==> config.mk <==
export PLATFORM = sky130hd
export DESIGN_NAME = lc3b_evict_buffer_flat
export DESIGN_NICKNAME = d
export VERILOG_FILES = /design/src/rtl/lc3b_evict_buffer_if.sv /design/src/rtl/lc3b_evict_buffer.sv /design/src/flat_wrapper.sv
export SDC_FILE = /design/constraint.sdc
export NUM_CORES = 1
export LEC_CHECK = 0
export BUFFER_PORTS_ARGS = -buffer_cell sky130_fd_sc_hd__buf_4
export CAP_MARGIN = 25
export CORE_MARGIN = 4
export CORE_UTILIZATION = 59
export DETAILED_ROUTE_END_ITERATION = 8
export HOLD_SLACK_MARGIN = 0.02
export PLACE_DENSITY = 0.84
export SYNTH_ARGS = -nofsm -noshare
export SYNTH_HDL_FRONTEND = slang
export SYNTH_SLANG_ARGS = --single-unit
export TNS_END_PERCENT = 20
==> constraint.sdc <==
create_clock -name clk -period 44.8 [get_ports clk]
set_clock_uncertainty 0.05 [all_clocks]
set_input_delay 8.96 -clock clk [delete_from_list [all_inputs] [get_ports clk]]
set_output_delay 8.96 -clock clk [all_outputs]
set_load 0.05 [all_outputs]
==> src/rtl/lc3b_evict_buffer_if.sv <==
// LC-3b evict buffer bus: L1 eviction handshake, L2 write port, lookup port.
interface lc3b_evict_buffer_if;
   logic         evict_req;
   logic [11:0]  evict_tag;
   logic [127:0] evict_data;
   logic         evict_ack;
   logic         l2_write;
   logic [15:0]  l2_address;
   logic [127:0] l2_wdata;
   logic         l2_resp;
   logic [11:0]  lookup_tag;
   logic         lookup_hit;
   logic [127:0] lookup_data;
   logic         full;
   logic         empty;

   modport master (
      output evict_req, evict_tag, evict_data,
      output l2_resp, lookup_tag,
      input  evict_ack, l2_write, l2_address, l2_wdata,
      input  lookup_hit, lookup_data, full, empty
   );

   modport slave (
      input  evict_req, evict_tag, evict_data,
      input  l2_resp, lookup_tag,
      output evict_ack, l2_write, l2_address, l2_wdata,
      output lookup_hit, lookup_data, full, empty
   );
endinterface

==> src/rtl/lc3b_evict_buffer.sv <==
// LC-3b dirty-line evict FIFO draining to L2, with write coalescing.
// Define LC3B_EVICT_FWD_EN to enable lookup forwarding of buffered lines.
module lc3b_evict_buffer #(
   parameter int DEPTH = 4
) (
   input  logic                 clk,
   input  logic                 reset,
   lc3b_evict_buffer_if.slave   bus
);
   localparam int PW = $clog2(DEPTH);
   localparam int CW = PW + 1;
   localparam logic [0:0] IDLE  = 1'b0;
   localparam logic [0:0] WRITE = 1'b1;

   logic [DEPTH-1:0] valid_q, valid_d;
   logic [11:0]      tag_q  [DEPTH];
   logic [127:0]     data_q [DEPTH];
   logic [PW-1:0]    head_q, head_d, tail_q, tail_d;
   logic [CW-1:0]    count_q, count_d;
   logic [0:0]       state_q, state_d;

   logic          full, empty;
   logic          co_hit, push, pop, ack;
   logic [PW-1:0] co_idx;

   assign full  = (count_q == CW'(DEPTH));
   assign empty = (count_q == '0);

   // The head is locked while its L2 write is in flight.
   always_comb begin
      co_hit = 1'b0;
      co_idx = '0;
      for (int i = 0; i < DEPTH; i++) begin
         if (valid_q[i] && tag_q[i] == bus.evict_tag &&
             !(PW'(i) == head_q && state_q == WRITE)) begin
            co_hit = 1'b1;
            co_idx = PW'(i);
         end
      end
   end

   assign ack  = bus.evict_req & ~reset & (co_hit | ~full);
   assign push = bus.evict_req & ~reset & ~co_hit & ~full;
   assign pop  = (state_q == WRITE) & bus.l2_resp;

   always_comb begin
      valid_d = valid_q;
      head_d  = head_q;
      tail_d  = tail_q;
      if (push) begin
         valid_d[tail_q] = 1'b1;
         tail_d          = tail_q + 1'b1;
      end
      if (pop) begin
         valid_d[head_q] = 1'b0;
         head_d          = head_q + 1'b1;
      end
      count_d = count_q + CW'(push) - CW'(pop);
   end

   // Looking at next occupancy lets a fresh push start its write next cycle.
   always_comb begin
      state_d = state_q;
      unique case (state_q)
         IDLE:    if (count_d != '0) state_d = WRITE;
         WRITE:   if (bus.l2_resp)   state_d = IDLE;
         default: state_d = IDLE;
      endcase
   end

   always_ff @(posedge clk) begin
      if (reset) begin
         valid_q <= '0;
         head_q  <= '0;
         tail_q  <= '0;
         count_q <= '0;
         state_q <= IDLE;
      end else begin
         valid_q <= valid_d;
         head_q  <= head_d;
         tail_q  <= tail_d;
         count_q <= count_d;
         state_q <= state_d;
      end
   end

   always_ff @(posedge clk) begin
      if (!reset) begin
         if (push) begin
            tag_q[tail_q]  <= bus.evict_tag;
            data_q[tail_q] <= bus.evict_data;
         end else if (ack) begin
            data_q[co_idx] <= bus.evict_data;
         end
      end
   end

   assign bus.evict_ack  = ack;
   assign bus.full       = full;
   assign bus.empty      = empty;
   assign bus.l2_write   = (state_q == WRITE);
   assign bus.l2_address = {tag_q[head_q], 4'b0000};
   assign bus.l2_wdata   = data_q[head_q];

`ifdef LC3B_EVICT_FWD_EN
   logic [PW-1:0] lk_idx;
   logic          lk_hit;
   logic [127:0]  lk_data;

   // Scan oldest to youngest so the youngest match wins.
   always_comb begin
      lk_idx  = '0;
      lk_hit  = 1'b0;
      lk_data = '0;
      for (int k = 0; k < DEPTH; k++) begin
         lk_idx = head_q + PW'(k);
         if (valid_q[lk_idx] && tag_q[lk_idx] == bus.lookup_tag) begin
            lk_hit  = 1'b1;
            lk_data = data_q[lk_idx];
         end
      end
   end

   assign bus.lookup_hit  = lk_hit;
   assign bus.lookup_data = lk_data;
`else
   // L1 must stall misses until the buffer is empty.
   logic unused_lookup;
   assign unused_lookup   = ^bus.lookup_tag;
   assign bus.lookup_hit  = 1'b0;
   assign bus.lookup_data = '0;
`endif
endmodule

==> src/flat_wrapper.sv <==
// flat-port wrapper written by rule: the top's interface ports become plain ports
module lc3b_evict_buffer_flat 
#(
   parameter int DEPTH = 4
)
  (clk, reset, bus_evict_req, bus_evict_tag, bus_evict_data, bus_l2_resp, bus_lookup_tag, bus_evict_ack, bus_l2_write, bus_l2_address, bus_l2_wdata, bus_lookup_hit, bus_lookup_data, bus_full, bus_empty);
  lc3b_evict_buffer_if bus_i ();
  input  logic clk;
  input  logic reset;
  input wire logic [$bits(bus_i.evict_req)-1:0] bus_evict_req;
  input wire logic [$bits(bus_i.evict_tag)-1:0] bus_evict_tag;
  input wire logic [$bits(bus_i.evict_data)-1:0] bus_evict_data;
  input wire logic [$bits(bus_i.l2_resp)-1:0] bus_l2_resp;
  input wire logic [$bits(bus_i.lookup_tag)-1:0] bus_lookup_tag;
  output wire logic [$bits(bus_i.evict_ack)-1:0] bus_evict_ack;
  output wire logic [$bits(bus_i.l2_write)-1:0] bus_l2_write;
  output wire logic [$bits(bus_i.l2_address)-1:0] bus_l2_address;
  output wire logic [$bits(bus_i.l2_wdata)-1:0] bus_l2_wdata;
  output wire logic [$bits(bus_i.lookup_hit)-1:0] bus_lookup_hit;
  output wire logic [$bits(bus_i.lookup_data)-1:0] bus_lookup_data;
  output wire logic [$bits(bus_i.full)-1:0] bus_full;
  output wire logic [$bits(bus_i.empty)-1:0] bus_empty;
  assign bus_i.evict_req = bus_evict_req;
  assign bus_i.evict_tag = bus_evict_tag;
  assign bus_i.evict_data = bus_evict_data;
  assign bus_i.l2_resp = bus_l2_resp;
  assign bus_i.lookup_tag = bus_lookup_tag;
  assign bus_evict_ack = bus_i.evict_ack;
  assign bus_l2_write = bus_i.l2_write;
  assign bus_l2_address = bus_i.l2_address;
  assign bus_l2_wdata = bus_i.l2_wdata;
  assign bus_lookup_hit = bus_i.lookup_hit;
  assign bus_lookup_data = bus_i.lookup_data;
  assign bus_full = bus_i.full;
  assign bus_empty = bus_i.empty;
  lc3b_evict_buffer #(.DEPTH(DEPTH)) u_core (.clk(clk), .reset(reset), .bus(bus_i));
endmodule
# ---- Yosys cells after proc, flatten, opt, wreduce, memory -nomap -nowiden
# Memories as Yosys holds them, arrays and structs flattened. A register that Yosys moved wholly into a read port is not among the register bits.
# Index checks and enable logic that the tools add are counted.
dict set report classes {
  add_sub_neg 4
  magnitude_cmp 4
  eq_ne 8
  muxes 30
  bitwise_logic 13
  n_reduce_logical 22
}
# operator count
set op_table {}
lappend op_table {{$mux W128} 1}
lappend op_table {{$reduce_or A128 Y1} 1}
lappend op_table {{$eq A12 B12 Y1} 4}
lappend op_table {{$mux W1} 17}
lappend op_table {{$logic_and A1 B1 Y1} 14}
lappend op_table {{$mux W2} 7}
lappend op_table {{$mux W4} 2}
lappend op_table {{$lt A2 B3 Y1 const B} 2}
lappend op_table {{$and A1 B1 Y1} 5}
lappend op_table {{$add A2 B1 Y2 const B} 2}
lappend op_table {{$and A4 B4 Y4} 1}
lappend op_table {{$demux W1 S2} 2}
lappend op_table {{$eq A2 B2 Y1 const A} 2}
lappend op_table {{$ge A2 B1 Y1 const B} 2}
lappend op_table {{$logic_not A1 Y1} 4}
lappend op_table {{$not A1 Y1} 4}
lappend op_table {{$not A4 Y4} 1}
lappend op_table {{$or A4 B4 Y4} 1}
lappend op_table {{$add A3 B1 Y3} 1}
lappend op_table {{$eq A3 B3 Y1 const B} 1}
lappend op_table {{$logic_not A3 Y1} 1}
lappend op_table {{$reduce_bool A3 Y1} 1}
lappend op_table {{$sub A3 B1 Y3} 1}
lappend op_table {{$eq A1 B2 Y1 const A} 1}
lappend op_table {{other kinds (3)} 3}
dict set report word_totals {
  regBits 12
  mem_bits_rw 560
  in_bits 156
  output_inout_bits 277
  elab_cells 88
  memories 2
}
# memory words width rd rd_ports_with_merged_regs write_ports line_no
set memory_table {}
lappend memory_table {u_core.data_q 4 128 1 1 1 lc3b_evict_buffer.sv:17} ;# logic [127:0] data_q [DEPTH];
lappend memory_table {u_core.tag_q 4 12 5 1 1 lc3b_evict_buffer.sv:16} ;# logic [11:0] tag_q [DEPTH];

# ---- Longest topological paths before layout
dict set report logic_depth {
  depth_word 16
  ltp_mapped 14
  depth_no_buf 14
}

# ---- Worst setup path before layout
# No wires, ideal clock.
dict set report synth_path {
  kind {input -> register}
  start {input bus_evict_tag[3]}
  end {memory u_core.data_q[0][0], enable pin}
  setup_ns 0.930
  t_arrival_ns 21.806
  required_ns 43.820
  slack_ns 22.015
  cell_stages 6
  path_buffers 1
  cell_sequence {buf_2 > xnor2_1 > nand4_1 > nor4_1 > nor2_1 > nor4_1}
}
dict set report synth_via {
  elab_chain_cells 15
  word_cells_on_any_way 34
  cone_classes {eq/ne: 4; mux: 16; bitwise: 5; reduce/logical: 9}
}
# item line_no
set synth_rtl {}
lappend synth_rtl {{start, declared} flat_wrapper.sv:11} ;# input wire logic [$bits(bus_i.evict_tag)-1:0] bus_evict_tag;
lappend synth_rtl {{$eq A12 B12 Y1} lc3b_evict_buffer.sv:34} ;# if (valid_q[i] && tag_q[i] == bus.evict_tag &&
lappend synth_rtl {{$logic_and A1 B1 Y1 (2 in series)} lc3b_evict_buffer.sv:34}
lappend synth_rtl {{$mux W1 (4 in series)} lc3b_evict_buffer.sv:34}
lappend synth_rtl {{$or A1 B1 Y1 or $not A1 Y1 (tied branches)} {lc3b_evict_buffer.sv:42, lc3b_evict_buffer.sv:43}}
lappend synth_rtl {{$and A1 B1 Y1 (on tied branches)} {lc3b_evict_buffer.sv:42, lc3b_evict_buffer.sv:43}}
lappend synth_rtl {{$mux W1 or $and A1 B1 Y1 (tied branches)} {lc3b_evict_buffer.sv:92, lc3b_evict_buffer.sv:43}}
lappend synth_rtl {{$mux W1} lc3b_evict_buffer.sv:89} ;# if (push) begin
lappend synth_rtl {{$mux W1} lc3b_evict_buffer.sv:88} ;# if (!reset) begin
lappend synth_rtl {{$mux W1 (not written as such)} lc3b_evict_buffer.sv:93} ;# data_q[co_idx] <= bus.evict_data;
lappend synth_rtl {{$reduce_or A128 Y1 (no line)} --}
lappend synth_rtl {{$mux W2 (no line) or $mux W1 (tied branches)} --}
lappend synth_rtl {{end, declared} lc3b_evict_buffer.sv:17}
# Several ways; a longest one is shown, not always the timed one.

# ---- Worst setup path in the final report
dict set report layout_path {
  start {input bus_evict_tag[8]}
  end {output bus_evict_ack}
}
dict set report layout_via {
  elab_chain_cells 9
  word_cells_on_any_way 18
  cone_classes {eq/ne: 4; mux: 4; bitwise: 2; reduce/logical: 8}
}
# item line_no
set layout_rtl {}
lappend layout_rtl {{$eq A12 B12 Y1} lc3b_evict_buffer.sv:34}
lappend layout_rtl {{$logic_and A1 B1 Y1 (2 in series)} lc3b_evict_buffer.sv:34}
lappend layout_rtl {{$mux W1 (3 in series)} lc3b_evict_buffer.sv:34}
lappend layout_rtl {{$mux W1 *} lc3b_evict_buffer.sv:34}
lappend layout_rtl {{$or A1 B1 Y1 *} lc3b_evict_buffer.sv:42} ;# assign ack = bus.evict_req & ~reset & (co_hit | ~full);
lappend layout_rtl {{$and A1 B1 Y1 *} lc3b_evict_buffer.sv:42}
lappend layout_rtl {{end, declared} flat_wrapper.sv:15} ;# output wire logic [$bits(bus_i.evict_ack)-1:0] bus_evict_ack;
# Every way passes the cells marked *; elsewhere a longest branch is shown, timed or not.

==> impl_metrics.csv <==
group,metric,value,unit
grt,grt_usage,23.0,%
worst_setup_path,cp-start-kind,"input port",
min_path,min_from,"u_core.valid_q[1]$_SDFF_PP0_",
finish,area_growth,18.5,%
worst_setup_path,path_max_fanout,8,
die,die-area,41300,sq um
clocking,clk_pin_slew,0.06,ns
die,die_y,203,microns
place,place_inst,1806,
clocking,root_buffer,"clkbuf_16",
pwr,static-leakage-power,9.05,nW
sta,finalSetupViolCount,0,
logic_synthesis,synth_top_area_share,74.9,%
logic_synthesis,ys_seq_area_share,76.1,%
worst_setup_path,crit_slowest_cell,"or4_1",
clocking,cts_inserted_buffers,54,
logic_synthesis,synth-seq-cells,574,
route,vias,10700,
min_path,min_to,"u_core.valid_q[1]$_SDFF_PP0_",
logic_synthesis,syn_inst,1031,
logic_synthesis,synth_edf_count,560,
clocking,clkSinkCount,574,
worst_setup_path,worstPathArrival,10.93,ns
finish,drive_above_1_share,38.2,%
grt,grt_pass1_vias,11300,
worst_setup_path,r2r_start,"u_core.head_q[0]$_SDFFE_PP0P_",
logic_synthesis,synth_area_leaders,"edfxtp_1, mux4_2, buf_4",
clocking,postCtsSetupBuffers,0,
sta,finalMaxSlewViolations,0,
logic_synthesis,synth.avg_cell_area,21.8,sq um
finish,fill_cells,2153,
sta,fin_crit_sh,44.5,%
logic_synthesis,yosys_most_used_dff,"edfxtp_1",
sta,rsz0062_at_grt,"false",
route,drt_first_pass_iters,5,
finish,post-route-util,70.8,%
grt,grt_max_degree,116,
grt,grt_overflow_total,0,
grt,grt_pass1_wl,71000,microns
finish,design_area,26600,sq um
worst_setup_path,slowest_delay,0.53,ns
grt,grt_antenna_before_repair,4,
worst_setup_path,path_buf_inv,2,
pwr,peakVddDrop,0.0418,mV
min_path,worstHoldPathType,"reg -> reg",
outcome,status,"finished, final reports clean",
route,wl_per_cell,25.0,microns
pwr,powerDensity,55.2,nW/um^2
clocking,cts_tree,"built",
sta,hold_viol_final,0,
worst_setup_path,r2r_setup_slack,40.35,ns
route,drt_wl_total,47700,microns
die,die_x,203,microns
die,rows,71,
sta,worstMarginPinSlew,1.12,ns
place,dpl-instance-area,24800,sq um
worst_setup_path,worst_setup_path_end_kind,"output port",
clocking,post_cts_resize_count,0,
route,viasPerCell,5.60,
die,start_util,59.8,%
clocking,cts_buffer_depth,3,
die,io-pin-count,433,
clocking,hold_buffers,0,
worst_setup_path,cp_cell_sequence,"buf_4 > xor2_1 > or4_1 > nor4_2 > nor3_1 > a31oi_1 > buf_4",
min_path,whs_path_depth,1,
clocking,clk_latency,0.59,ns
sta,min_period,19.94,ns
route,drtAntennaViolNets,0,
route,drc,0,
flow_run,drv_cap,0,
logic_synthesis,synth-warning-count,0,
pwr,finalPower,0.00147,W
place,place.gp.congestion,0.837,
clocking,cts_htree_levels,2,
sta,fmax,0.0502,GHz
worst_setup_path,cpMostUsedCell,"buf_4",
sta,slew_headroom,25.0,%
sta,setup_tns,0,ns
place,place_hpwl,28800,microns
worst_setup_path,crit_cells,7,
route,drt_iter0_markers,722,
logic_synthesis,ys_types,37,
die,core_area,37600,sq um
place,io_buffers,287,
logic_synthesis,synth.largest_area_cell,"edfxtp_1",
logic_synthesis,synth_area,22500,sq um
worst_setup_path,rr_worst_depth,9,
finish,fin_cells,1910,
worst_setup_path,cp.required,35.79,ns
finish,layout.nets,1518,
worst_setup_path,path_class,"in -> out",
logic_synthesis,async_flop_share,0,%
worst_setup_path,cp_top_family,"simple AND/OR/NAND/NOR gates",
worst_setup_path,r2r-end,"u_core.data_q[3][71]$_DFFE_PP_",
## report_power, final
part / internal, W / leakage (nW) / switching [W] / total, W
clock network: 0.000271 / 0.875 / 0.000191 / 0.000462
logic: 0.000118 / 2.98 / 0.000247 / 0.000365
registers: 0.000626 / 5.20 / 0.0000163 / 0.000642
## flip-flops by register name, summed over array words and instances, names as in the netlist, named ones only
signal,cells
u_core.bus.l2_write,1
u_core.tag_q,48
u_core.head_q,2
u_core.valid_q,4
u_core.tail_q,2
u_core.count_q,3
u_core.data_q,512
## cell usage after synthesis (all sizes together), types with 2 or more instances
master	count
buf	158
nor3	3
clkbuf	11
nor2	7
a21oi	5
o21a	4
nor4	5
o32ai	2
and3	4
xnor2	39
nand3	10
o21ai	3
nand2	8
dfxtp	14
inv	10
nor4b	2
nand2b	4
nor3b	2
edfxtp	560
xor2	12
ha	10
mux4	140
nand4	6
or4	3
## worst register-to-register path, cell delays in order, from the launching register on
cell and delay [ns]:
dfxtp_1 0.40, ha_1 0.20, nand2_1 0.06, nand3_1 0.11, or4_1 0.23, nor3b_1 0.63, nand2_2 0.28, o22ai_4 0.31
buf_4 0.81, buf_4 0.96
## cells by family after synthesis
| family | Yosys count | share of synthesized area [%] |
|---|---|---|
| adders and majority gates | 11 | 0.646 |
| AOI/OAI and AO/OA | 18 | 0.540 |
| other | 1 | 0.0167 |
| xor gates and xnor gates | 51 | 1.99 |
| muxes | 140 | 14.0 |
| buffers and inverters | 179 | 5.22 |
| and+or+nand+nor | 57 | 1.44 |
| DFF | 574 | 76.1 |
## area by class of cell
type,count,area (sq um),share of cell area (%)
clock buffer,66,1410,5.28
timing repair buffer,301,2270,8.54
antenna,2,5.00,0.0188
sequential,574,17100,64.3
clock inverter,36,405,1.52
tap,511,639,2.40
multi-input combinational,410,4750,17.8
inverter,10,37.5,0.141
## layout by cell type, fill, tap and decap left out, types with 8 or more instances in the layout
master,count
xnor2_1,39
ha_1,10
clkbuf_16,54
inv_1,10
bufinv_16,8
nand3_1,10
xor2_1,12
conb_1,133
dfxtp_1,12
clkinv_1,8
mux4_2,140
buf_4,300
edfxtp_1,560
clkbuf_1,11
clkinv_2,11
## layer usage
layer	global-route usage (%)	part of all wire (%)	up-vias
met5	0	0.084	-
met4	7.37	2.6	4
met3	7.55	10	76
met2	39.3	53	518
met1	28.1	35	5526
li1	-	-	4564
## how the worst max path moves through the flow
stage                startpoint                       endpoint
6_report       bus_evict_tag[8]                  bus_evict_ack
5_1_grt        bus_evict_tag[8]                  bus_evict_ack
4_1_cts        bus_evict_tag[8]                  bus_evict_ack
3_5_place_dp   bus_evict_tag[8]                  bus_evict_ack
3_3_place_gp   bus_evict_tag[2]                  bus_evict_ack
2_1_floorplan  bus_evict_tag[3]  u_core.data_q[0][0]$_DFFE_PP_
## through the flow
step           hold WS [ns]  worst slack, ns
5_1_grt               0.457            24.80
4_1_cts               0.427            24.87
6_report              0.428            24.86
3_5_place_dp          0.408            24.87
2_1_floorplan         0.390            22.01
3_3_place_gp          0.402            24.83
Power figures use the tool's default switching activity.
